$ cat src/rtl/bram_fifo_pkg.sv
// Shared sizing and types for the block-RAM FIFO controller.
package bram_fifo_pkg;
  localparam int RAM_AW    = 11;
  localparam int RAM_DW    = 9;
  localparam int RAM_DEPTH = 2048;

  typedef logic [RAM_DW-1:0] word_t;
  typedef logic [RAM_AW:0]   ptr_t;
endpackage

$ cat src/rtl/bram_fifo_ctrl_ptr_gen.sv
// Pointer register with increment, extra wrap bit and synchronous clear.
// o_ptr_nxt exposes the next-state value so the parent can derive registered flags from it.
module fifo_ptr_gen #(
  parameter int AW = 11
) (
  input  logic        i_clk,
  input  logic        i_rst,
  input  logic        i_clr,
  input  logic        i_inc,
  output logic [AW:0] o_ptr,
  output logic [AW:0] o_ptr_nxt
);
  logic [AW:0] r_ptr;

  always_comb begin
    o_ptr_nxt = r_ptr;
    if (i_clr)
      o_ptr_nxt = '0;
    else if (i_inc)
      o_ptr_nxt = r_ptr + {{AW{1'b0}}, 1'b1};
  end

  always_ff @(posedge i_clk or posedge i_rst) begin
    if (i_rst)
      r_ptr <= '0;
    else
      r_ptr <= o_ptr_nxt;
  end

  assign o_ptr = r_ptr;
endmodule

$ cat src/rtl/bram_fifo_ctrl.sv
// FIFO controller for an external 2K x 9 dual-port block RAM: port A writes, port B reads,
// with a two-stage first-word-fall-through read pipeline (RAM output register, then M_DATA).
module bram_fifo_ctrl
  import bram_fifo_pkg::*;
#(
  parameter int AW = RAM_AW,
  parameter int DW = RAM_DW
) (
  input  logic          CLK,
  input  logic          RST,
  input  logic          FLUSH,
  input  logic [DW-1:0] S_DATA,
  input  logic          S_VALID,
  output logic          S_READY,
  output logic [DW-1:0] M_DATA,
  output logic          M_VALID,
  input  logic          M_READY,
  output logic [AW:0]   COUNT,
  output logic [AW-1:0] ADDRA,
  output logic [7:0]    DIA,
  output logic          DIPA,
  output logic          ENA,
  output logic          WEA,
  output logic          SSRA,
  output logic [AW-1:0] ADDRB,
  output logic          ENB,
  output logic          WEB,
  output logic          SSRB,
  input  logic [7:0]    DOB,
  input  logic          DOPB
);
  localparam logic [AW:0] DEPTH = {1'b1, {AW{1'b0}}};

  logic [AW:0]   w_wr_ptr, w_wr_nxt, w_rd_ptr, w_rd_nxt;
  logic [AW:0]   w_ram_cnt, w_ram_cnt_nxt, w_count_nxt;
  logic          w_push, w_pop, w_adv, w_fetch;
  logic          w_dob_vld_nxt, w_m_valid_nxt;
  logic          r_s_ready, r_dob_vld, r_m_valid;
  logic [DW-1:0] r_m_data;
  logic [AW:0]   r_count;

  fifo_ptr_gen #(.AW(AW)) u_wr_ptr (
    .i_clk     (CLK),
    .i_rst     (RST),
    .i_clr     (FLUSH),
    .i_inc     (w_push),
    .o_ptr     (w_wr_ptr),
    .o_ptr_nxt (w_wr_nxt)
  );

  fifo_ptr_gen #(.AW(AW)) u_rd_ptr (
    .i_clk     (CLK),
    .i_rst     (RST),
    .i_clr     (FLUSH),
    .i_inc     (w_fetch),
    .o_ptr     (w_rd_ptr),
    .o_ptr_nxt (w_rd_nxt)
  );

  // FLUSH wins over every transfer, so push and fetch are masked by it.
  assign w_push    = S_VALID & r_s_ready & ~FLUSH;
  assign w_pop     = r_m_valid & M_READY;
  assign w_adv     = r_dob_vld & (~r_m_valid | M_READY);
  assign w_ram_cnt = w_wr_ptr - w_rd_ptr;
  assign w_fetch   = (w_ram_cnt != '0) & (~r_dob_vld | w_adv) & ~FLUSH;

  assign w_dob_vld_nxt = ~FLUSH & (w_fetch | (r_dob_vld & ~w_adv));
  assign w_m_valid_nxt = ~FLUSH & (w_adv | (r_m_valid & ~w_pop));
  assign w_ram_cnt_nxt = w_wr_nxt - w_rd_nxt;
  assign w_count_nxt   = w_ram_cnt_nxt + {{AW{1'b0}}, w_dob_vld_nxt}
                                       + {{AW{1'b0}}, w_m_valid_nxt};

  always_ff @(posedge CLK or posedge RST) begin
    if (RST) begin
      r_s_ready <= 1'b0;
      r_dob_vld <= 1'b0;
      r_m_valid <= 1'b0;
      r_m_data  <= '0;
      r_count   <= '0;
    end else begin
      r_s_ready <= (w_ram_cnt_nxt != DEPTH);
      r_dob_vld <= w_dob_vld_nxt;
      r_m_valid <= w_m_valid_nxt;
      r_count   <= w_count_nxt;
      // With ENB low the RAM holds DOB, so stage 1 needs no register of its own.
      if (w_adv)
        r_m_data <= {DOPB, DOB};
    end
  end

  assign S_READY = r_s_ready;
  assign M_VALID = r_m_valid;
  assign M_DATA  = r_m_data;
  assign COUNT   = r_count;

  assign ADDRA = w_wr_ptr[AW-1:0];
  assign DIA   = S_DATA[7:0];
  assign DIPA  = S_DATA[8];
  assign ENA   = w_push;
  assign WEA   = w_push;
  assign SSRA  = 1'b0;

  assign ADDRB = w_rd_ptr[AW-1:0];
  assign ENB   = w_fetch;
  assign WEB   = 1'b0;
  assign SSRB  = 1'b0;
endmodule

$ cat config.mk
export PLATFORM = sky130hd
export DESIGN_NAME = bram_fifo_ctrl
export DESIGN_NICKNAME = d
export VERILOG_FILES = /design/src/rtl/bram_fifo_pkg.sv /design/src/rtl/bram_fifo_ctrl_ptr_gen.sv /design/src/rtl/bram_fifo_ctrl.sv
export SDC_FILE = /design/constraint.sdc
export NUM_CORES = 1
export LEC_CHECK = 0
export ABC_AREA = 1
export BUFFER_PORTS_ARGS = -buffer_cell sky130_fd_sc_hd__buf_2
export CAP_MARGIN = 20
export CORE_UTILIZATION = 50
export DETAILED_ROUTE_END_ITERATION = 8
export HOLD_SLACK_MARGIN = 0.03
export PLACE_DENSITY = 0.74
export SYNTH_ARGS = -nofsm -noshare
export SYNTH_HDL_FRONTEND = slang
export SYNTH_SLANG_ARGS = --single-unit
$ cat constraint.sdc
create_clock -name CLK -period 10.2 [get_ports CLK]
set_input_delay 2.04 -clock CLK [delete_from_list [all_inputs] [get_ports CLK]]
set_output_delay 2.04 -clock CLK [all_outputs]
set_load 0.05 [all_outputs]
==> run metrics <==
Critical-path top delay cell=inv_1; crit-path leading delay family=buffers and inverters; Slew HR=0.597; vias in the first global route=3016; synth unique cells=39; routed vias=roughly 3200; Placement Cell Area=0.00392 mm2; synthesis-stage register bit count=48; post-DR vias/cell=around 5.0; commonest non-fill, non-tap cell in the layout=nand2_1; Most used DFF post-synth=dfrtp_1; count of pins over their slew limit=0; clock-pin slew on the worst setup and hold paths=0.09 ns; clock share of power=0.208; EDFF count, synth=0; initial antenna violation count=0; status=complete, no violations; Final Instance Area=0.00404 mm2; Worst-Skew Late Latency=0.30 ns; number of placed cells counting well taps=633; cts hold-fix bufs=0; final wirelength=around 8300 um; clk buf depth=2; TritonRoute pass-1 iters=5; dpl ws=4.83 ns; Final setup viols=0; GRT Total Usage=0.218; core area=0.00725 mm2; critical path class=in2out; root buf cell=clkbuf_8; FMAX=around 190 MHz; setup TNS=0 ns; Power Dens Cells=143 mW/mm2; CTS tree=yes; IO Count=83; DIE AREA=slightly below 0.008 mm2; combinational share of power=0.410; Net Switching=0.248 mW; Avg WL per Cell=12.9 um; Max VDD drop=0.132 mV; hpwl dp=roughly 6600 um; Die H=88.7 um; Worst Setup End Kind=primary output; Worst R2R Setup Slack=5.60 ns; RePlAce Congestion=0.880; final worst path period share=0.522; Row Count=31; Sw Ratio=0.429; hold_ws=0.505 ns; Residual DRC=0; cell area after synthesis=0.00376 mm2; max_cap viols=0; share of cells above drive strength 1=0.186; Seq pwr share=0.382; first-pass GRT wire length=13200 um; non-filler cells, final=642; Post-Syn Area per Cell=between 7 and 8 um2; Nets=592; die width=88.7 um; worst-path cell chain=buf_2 > inv_1 > nand3_1 > inv_1 > buf_2; Worst Slack Setup Final=a little under 5 ns; Final Util=0.556; ANT nets after route=0; class of the worst hold path=reg2reg; post-CTS sizing=0; Gate Count Post-Synth=509; number of buffers created by CTS=5; CP peak stage delay=0.49 ns; n_diodes=0; GR Overflow Total=0; largest net degree at the start of global routing=49; Worst Path Arrival=3.28 ns; final hold violation count=0; critical path peak fanout=20; Design Power=about 0.58 mW; Final Skew=0.0125 ns; buffers and inverters on the worst path=4; Area growth syn-to-layout=7.35%; postcts setup bufs=0; unrepaired setup endpoints after global routing=false; Int Power=0.330 mW; Initial Util=0.518; asr flop ratio synth=1.00; IO buf count=61; LEAKAGE=about 2.2 nW; crit path time final=5.32 ns; commonest non-fill, non-tap cells in the layout=109 x nand2_1, 89 x inv_1, 61 x buf_2; yosys warns=0; H-tree levels=2; Seq/Total Area, Yosys=0.319; critical path required time=approximately 8.2 ns; Worst-Margin Slew=0.604 ns; Startpoint Class=input pin; DR iter-0 viols=162; Fill cells=690; clock sink count=48
-- registers in the layout, summed over array words and instances (netlist names) --
name,flops
u_wr_ptr.o_ptr,12
u_rd_ptr.o_ptr,12
S_READY,1
M_VALID,1
M_DATA,9
COUNT,12
r_dob_vld,1
-- cells by family after synthesis --
| kind of cell | synth area share |
|---|---|
| compound gates | 0.0689 |
| xor+xnor | 0.0489 |
| fa+ha+maj | 0.0938 |
| buf+inv | 0.166 |
| flops | 0.319 |
| mux | 0.0300 |
| other cells | 0.000997 |
| simple gates | 0.272 |
-- synth_stat cells (6+ instances only) --
library cell / number / area [um2]
nand2_1: 109 / 409
inv_1: 90 / 338
dfrtp_1: 48 / 1200
nor2_1: 37 / 139
buf_4: 35 / 263
nand3_1: 30 / 150
a21oi_1: 26 / 130
ha_1: 25 / 313
xor2_1: 15 / 131
nor3_1: 13 / 65.1
mux2_2: 10 / 113
nand4_1: 10 / 62.6
o21ai_0: 9 / 45.0
xnor2_1: 6 / 52.6
-- per-layer routing --
layer,vias to the layer above,global-route usage,routed length [um]
met5,-,0,0
met4,0,0.0894,167
met3,16,0.0354,441
met2,82,0.370,3980
met1,1477,0.278,3700
li1,1647,-,-
-- worst reg2reg max path: stages, from the launching register on --
cell	delay, ns
dfrtp_1	0.45
inv_1	0.11
ha_1	0.35
a21oi_1	0.28
nor2_1	0.08
nor2_1	0.13
nand2_1	0.07
nand2_1	0.05
nand2_1	0.04
nor2_1	0.16
nand3_2	0.16
nand2_4	0.14
o21ai_0	0.09
a21oi_1	0.28
ha_1	0.20
inv_1	0.06
fa_1	0.44
xor2_1	0.34
nand3_1	0.22
nor3_1	0.32
nand3_1	0.16
nor3_1	0.20
xor2_1	0.18
-- path summary, 6_finish.rpt --
check	from	end	cells after the start
setup / recovery	FLUSH	ENB	5
hold / removal	M_DATA[8]	M_DATA[8]	1
setup reg to reg	u_rd_ptr.o_ptr[5]	COUNT[9]	22
hold reg to reg	M_DATA[8]	M_DATA[8]	1
max in group asynchronous	RST	COUNT[10]	3
min in group asynchronous	RST	M_VALID	2
-- cell type report --
class                      instances  area (um2)  share of cell area
clock buffer                       6        82.6              0.0205
timing repair buffer              62         325              0.0806
multi-input combinational        332        1940               0.481
tap                               99         124              0.0307
clock inverter                     2        13.8             0.00341
inverter                          93         349              0.0865
sequential                        48        1200               0.298
-- power by group through the flow --
stage                     logic, mW  registers [mW]  clock network [mW]
after floorplan               0.124           0.299                   0
after global placement        0.232           0.224                   0
after detailed placement      0.235           0.224                   0
after CTS                     0.237           0.221               0.123
after global routing          0.259           0.223               0.131
final                         0.237           0.221               0.121
No activity file was read; power rests on OpenSTA's default activity.
